`config.mk`:
```
export PLATFORM = sky130hd
export DESIGN_NAME = wb_bist_master
export DESIGN_NICKNAME = d
export VERILOG_FILES = /design/src/rtl/wb_bist_master.sv
export SDC_FILE = /design/constraint.sdc
export NUM_CORES = 1
export LEC_CHECK = 0
export BUFFER_PORTS_ARGS = -buffer_cell sky130_fd_sc_hd__buf_4
export CORE_ASPECT_RATIO = 0.7
export CORE_UTILIZATION = 60
export DETAILED_ROUTE_END_ITERATION = 8
export PLACE_DENSITY = 0.95
export SETUP_SLACK_MARGIN = 0.15
export SYNTH_ARGS = -nofsm -noshare
export SYNTH_HDL_FRONTEND = slang
export SYNTH_SLANG_ARGS = --single-unit
export TNS_END_PERCENT = 10
```
`constraint.sdc`:
```
create_clock -name clk -period 12.4 [get_ports clk]
set_input_delay 0 -clock clk [delete_from_list [all_inputs] [get_ports clk]]
set_output_delay 0 -clock clk [all_outputs]
set_load 0.01 [all_outputs]
```
`src/rtl/wb_bist_master.sv`:
```
// rtl/wb_bist_master.sv - Wishbone BIST initiator: incrementing-burst pattern fill, then read-back compare.
// Handles retry (one idle cycle, same beat re-issued) and error (abort to FIN) terminations.
module wb_bist_master #(
  parameter int LEN_W = 16
) (
  input  logic             clk,
  input  logic             rst,
  input  logic             start,
  input  logic [31:0]      base,
  input  logic [LEN_W-1:0] nwords,
  input  logic [31:0]      seed,
  output logic             busy,
  output logic             done,
  output logic [LEN_W-1:0] mismatch_cnt,
  output logic [31:0]      first_fail_adr,
  output logic             bus_err,
  output logic [31:0]      dat_ms,
  input  logic [31:0]      dat_sm,
  output logic [31:0]      adr,
  output logic             cyc,
  output logic             stb,
  output logic             we,
  output logic [3:0]       sel,
  output logic [2:0]       cti,
  output logic [1:0]       bte,
  input  logic             ack,
  input  logic             err,
  input  logic             rty
);

  typedef enum logic [2:0] {IDLE, WRITE, GAP, READ, RGAP, FIN} state_e;

  localparam logic [LEN_W-1:0] ONE = LEN_W'(1);

  state_e           state_q;
  logic [LEN_W-1:0] idx_q, nwords_q, mismatch_q;
  logic [31:0]      base_q, seed_q, ffa_q, adr_q, dat_q;
  logic             busy_q, done_q, berr_q, cyc_q, we_q, wr_phase_q;
  logic [3:0]       sel_q;
  logic [2:0]       cti_q;

  logic [31:0]      base_sel, seed_sel, beat_adr, beat_dat, exp_dat;
  logic [LEN_W-1:0] len_sel, tgt;
  logic [2:0]       beat_cti;
  logic             last;

  // In IDLE the first beat is built straight from the inputs so it is on the bus one edge after start.
  always_comb begin
    base_sel = (state_q == IDLE) ? (base & 32'hFFFF_FFFC) : base_q;
    seed_sel = (state_q == IDLE) ? seed : seed_q;
    len_sel  = (state_q == IDLE) ? nwords : nwords_q;
    last     = (idx_q == nwords_q - ONE);
    tgt      = '0;
    if (state_q == WRITE || state_q == READ) tgt = idx_q + ONE;
    else if (state_q == RGAP)                tgt = idx_q;
    beat_adr = base_sel + (32'(tgt) << 2);
    beat_dat = seed_sel + 32'(tgt);
    beat_cti = (tgt == len_sel - ONE) ? 3'b111 : 3'b010;
    exp_dat  = seed_q + 32'(idx_q);
  end

  always_ff @(posedge clk) begin
    if (rst) begin
      state_q    <= IDLE;
      idx_q      <= '0;
      nwords_q   <= '0;
      mismatch_q <= '0;
      base_q     <= '0;
      seed_q     <= '0;
      ffa_q      <= '0;
      adr_q      <= '0;
      dat_q      <= '0;
      busy_q     <= 1'b0;
      done_q     <= 1'b0;
      berr_q     <= 1'b0;
      cyc_q      <= 1'b0;
      we_q       <= 1'b0;
      wr_phase_q <= 1'b0;
      sel_q      <= 4'h0;
      cti_q      <= 3'b000;
    end else begin
      done_q <= 1'b0;
      case (state_q)
        IDLE: begin
          if (start) begin
            mismatch_q <= '0;
            ffa_q      <= '0;
            berr_q     <= 1'b0;
            base_q     <= base_sel;
            seed_q     <= seed;
            nwords_q   <= nwords;
            idx_q      <= '0;
            wr_phase_q <= 1'b1;
            if (nwords == '0) begin
              state_q <= FIN;
              done_q  <= 1'b1;
            end else begin
              state_q <= WRITE;
              busy_q  <= 1'b1;
              cyc_q   <= 1'b1;
              we_q    <= 1'b1;
              sel_q   <= 4'hF;
              adr_q   <= beat_adr;
              dat_q   <= beat_dat;
              cti_q   <= beat_cti;
            end
          end
        end
        WRITE, READ: begin
          if (err || (ack && last) || (!ack && rty)) begin
            cyc_q <= 1'b0;
            we_q  <= 1'b0;
            sel_q <= 4'h0;
            cti_q <= 3'b000;
            adr_q <= '0;
            dat_q <= '0;
          end
          if (err) begin
            berr_q  <= 1'b1;
            busy_q  <= 1'b0;
            done_q  <= 1'b1;
            state_q <= FIN;
          end else if (ack) begin
            if (state_q == READ && dat_sm != exp_dat) begin
              if (mismatch_q != '1) mismatch_q <= mismatch_q + ONE;
              if (mismatch_q == '0) ffa_q <= adr_q;
            end
            if (!last) begin
              idx_q <= idx_q + ONE;
              adr_q <= beat_adr;
              dat_q <= beat_dat;
              cti_q <= beat_cti;
            end else if (state_q == WRITE) begin
              state_q <= GAP;
            end else begin
              busy_q  <= 1'b0;
              done_q  <= 1'b1;
              state_q <= FIN;
            end
          end else if (rty) begin
            state_q <= RGAP;
          end
        end
        GAP, RGAP: begin
          // GAP restarts at word 0 in the read phase; RGAP re-issues the retried beat in its own phase.
          if (state_q == GAP) begin
            idx_q      <= '0;
            wr_phase_q <= 1'b0;
            we_q       <= 1'b0;
            state_q    <= READ;
          end else begin
            we_q    <= wr_phase_q;
            state_q <= wr_phase_q ? WRITE : READ;
          end
          cyc_q <= 1'b1;
          sel_q <= 4'hF;
          adr_q <= beat_adr;
          dat_q <= beat_dat;
          cti_q <= beat_cti;
        end
        FIN:     state_q <= IDLE;
        default: state_q <= IDLE;
      endcase
    end
  end

  assign busy           = busy_q;
  assign done           = done_q;
  assign mismatch_cnt   = mismatch_q;
  assign first_fail_adr = ffa_q;
  assign bus_err        = berr_q;
  assign dat_ms         = dat_q;
  assign adr            = adr_q;
  assign cyc            = cyc_q;
  assign stb            = cyc_q;
  assign we             = we_q;
  assign sel            = sel_q;
  assign cti            = cti_q;
  assign bte            = 2'b00;

endmodule
```
==> results_dict.tcl <==
set metrics [dict create \
    run_status "complete, no violations" \
    numCtsBuffers 22 \
    largest_net_degree_at_the_start_of_global_routing 97 \
    power.total_mw 2.12 \
    register_area_sq_um 4400 \
    initial_utilization_pct 62.2 \
    worst_ep_arrival_time_ns 6.50 \
    swShare_pct 32.9 \
    clkTransAtPathRegs_ns 0.07 \
    floorplan.core_area_sq_um 23000 \
    postSynthCellCount 1929 \
    internal-power_mw 1.42 \
    grt_overflow_total 0 \
    irDropWorstVdd_mv 0.0879 \
    stdcell_count 2497 \
    number_of_antenna_violations_at_the_first_check_in_global_routing 1 \
    cts.htree.levels 1 \
    post_synthesis_sequential_element_count 220 \
    skew_ns 0.0172 \
    power_per_cell_area_nw_per_um2 120 \
    route.detailed.wl_per_inst_microns 20.0 \
    seq_total_area_yosys_pct 30.7 \
    final_critical_path_setup_slack_ns 6.29 \
    avgViaCountPerCell 6.50 \
    layout_min_cycle_time_ns 6.11 \
    route.detailed.drc 0 \
    worst_hold_slack_ns 0.0278 \
    grt_setup_unrepaired "false" \
    wire_length_of_the_first_global_routing_pass_microns 78100 \
    crit_path_max_fanout 57 \
    hold_path_class "in2reg" \
    critical_path.endpoint_type "register" \
    tns_ns 0 \
    groute.usage.overall_pct 38.8 \
    setup_viol 0 \
    syn_to_final_growth_pct 23.8 \
    die_height_microns 131 \
    buffer_ports.inserted 240 \
    place.detailed.hpwl_microns 33500 \
    yosys_most_used_dff "dfxtp_1" \
    worstSetupStartpointType "register" \
    post_synth_num_cell_types 81 \
    place.gp.congestion 0.981 \
    combinationalPowerShare_pct 26.9 \
    grt_pass1_vias 14800 \
    maxCapViolCount 0 \
    cts_tree "built" \
    die_area_sq_um 24500 \
    timing_hold_violations_final 0 \
    clk-insertion-delay-late_ns 0.53 \
    max-clock-path-buffers 3 \
    preCtsSetupSlack_ns 6.68 \
    drt_iter0_drc 2442 \
    cts.repair.resized 0 \
    finalWirelength_microns 49900 \
    critical_path_class "reg2reg" \
    postCtsSetupBuffers 0 \
    final-max-slew-violation-count 0 \
    post_synthesis_cell_area_sq_um 14300 \
    yosys_warnings 0 \
    fin_crit_sh_pct 49.3 \
    worst_slew_margin_rel_pct 10.2 \
    multi_input_comb_area_sq_um 9320 \
    final_layout_size_suffix_gt1_share_pct 14.9 \
    total_number_of_nets_in_the_final_design 2339 \
    p_sw_mw 0.698 \
    number_of_flops_mapped_to_enable_cells_by_yosys 0 \
    clock.fmax_mhz 164 \
    boundaryPins 245 \
    seq_power_share_pct 37.9 \
    fp.dieW_microns 187 \
    layout.cells.most_common_list "nand2_1, buf_4, dfxtp_1" \
    detail_route.first_pass.iterations 6 \
    rows 46 \
    dpl.cell_count 2370 \
    power.static_leakage_nw 7.37 \
    synthesis.area_per_instance_sq_um 7.43 \
    clock-root-buffer "clkbuf_16" \
    route.antenna.remaining_nets 0 \
    cp_data_required_time_ns 12.79 \
    tightestPinTransition_ns 1.34 \
    num-fill-cells 1613 \
    vias 16200 \
    clock-sinks 220 \
    post_synthesis_async_set_or_reset_flop_share_pct 0 \
    layout_commonest_cell "nand2_1" \
    power_frac_clock_pct 35.2 \
]
[state kept, by name, summed over array words and instances, names as in the netlist]
signal	cells
first_fail_adr	32
seed_q	32
idx_q	16
bus_err	1
adr	32
base_q	32
sel	1
we	1
state_q	3
mismatch_cnt	16
busy	1
done	1
wr_phase_q	1
cti	3
nwords_q	16
dat_ms	32
[worst max-delay path, stage by stage (launching register included)]
cell       delay, ns
dfxtp_1         0.67
nor2b_4         0.24
buf_4           0.54
nand2_1         0.11
o21ai_0         0.71
ha_1            0.40
nor2b_1         0.15
o21a_1          0.18
o21ai_0         0.43
a2111oi_0       0.25
a2111oi_1       1.20
or3_1           0.26
a41o_1          0.41
nor2_1          0.16
nand4b_1        0.14
o221ai_1        0.11
[power groups by stage]
stage	logic [mW]	clock network, mW	registers, mW
finish	0.571	0.747	0.804
global route	0.610	0.776	0.808
CTS	0.552	0.745	0.801
detailed placement	0.524	0	0.816
global placement	0.508	0	0.813
floorplan	0.357	0	0.809
[logic make-up after synthesis]
| logic type | after synthesis | share of synthesized area, % |
|---|---|---|
| adder cells (fa/ha/maj) | 57 | 5.14 |
| buffers and inverters | 149 | 4.42 |
| other | 1 | 0.0262 |
| AO/OA/AOI/OAI | 480 | 20.6 |
| multiplexers | 45 | 3.14 |
| flip-flops | 220 | 30.7 |
| AND/OR/NAND/NOR | 837 | 27.4 |
| XOR/XNOR | 140 | 8.56 |
[worst paths after layout]
kind                           start  depth (start not counted)                       to  slack, ns
max reg2reg  state_q[0]$_SDFFE_PP0P_                         15  dat_ms[22]$_SDFFE_PP0P_       6.29
min reg2reg  dat_ms[23]$_SDFFE_PP0P_                          2  dat_ms[23]$_SDFFE_PP0P_       0.45
max          state_q[0]$_SDFFE_PP0P_                         15  dat_ms[22]$_SDFFE_PP0P_       6.29
min                              rst                          2      adr[5]$_SDFFE_PP0P_       0.03
[cell usage after synthesis, types with 13 or more instances]
cell	number	area, sq um
nor2b_1	16	100
o21ai_1	31	155
nor3_1	49	245
nor4_1	19	119
nand3_1	53	265
nor2_1	135	507
nand2b_1	16	100
a22oi_1	27	203
or3_1	24	150
o21ai_0	87	435
and3_1	18	113
a31oi_1	20	125
o21a_1	13	97.6
mux2i_1	45	450
clkbuf_1	95	357
nand2_1	379	1420
xnor2_1	90	788
dfxtp_1	220	4400
nand4_1	56	350
inv_1	24	90.1
ha_1	54	676
a21oi_1	191	956
xor2_1	50	438
[stage by stage]
stage,area [sq um],util (%)
CTS,17700,77.0
global placement,16100,70.0
floorplan,14300,-
detailed placement,16100,70.0
finish,17700,77.0
global route,17700,77.0
[layout make-up]
type                    count  area share [%]
diodes                      5          0.0706
clock buffers              26            3.25
multi-input cells        1561            52.6
clock inverters            14            1.22
repair buffers            335            15.3
well taps                 312            2.20
flip-flops and latches    220            24.8
inverters                  24           0.508
[timing repair]
item,in CTS,in global routing
endpoints found under the hold margin,113,0
hold buffers,82,0
setup endpoints to repair,0,0
[metal layers]
| metal | global-route usage [%] | wire [microns] | vias up |
|---|---|---|---|
| li1 | - | - | 7335 |
| met1 | 51.7 | 19100 | 7583 |
| met2 | 62.2 | 22600 | 1125 |
| met3 | 7.83 | 6250 | 194 |
| met4 | 13.7 | 1980 | 2 |
| met5 | 0 | 18 | - |
No activity file was read; power rests on OpenSTA's default activity.
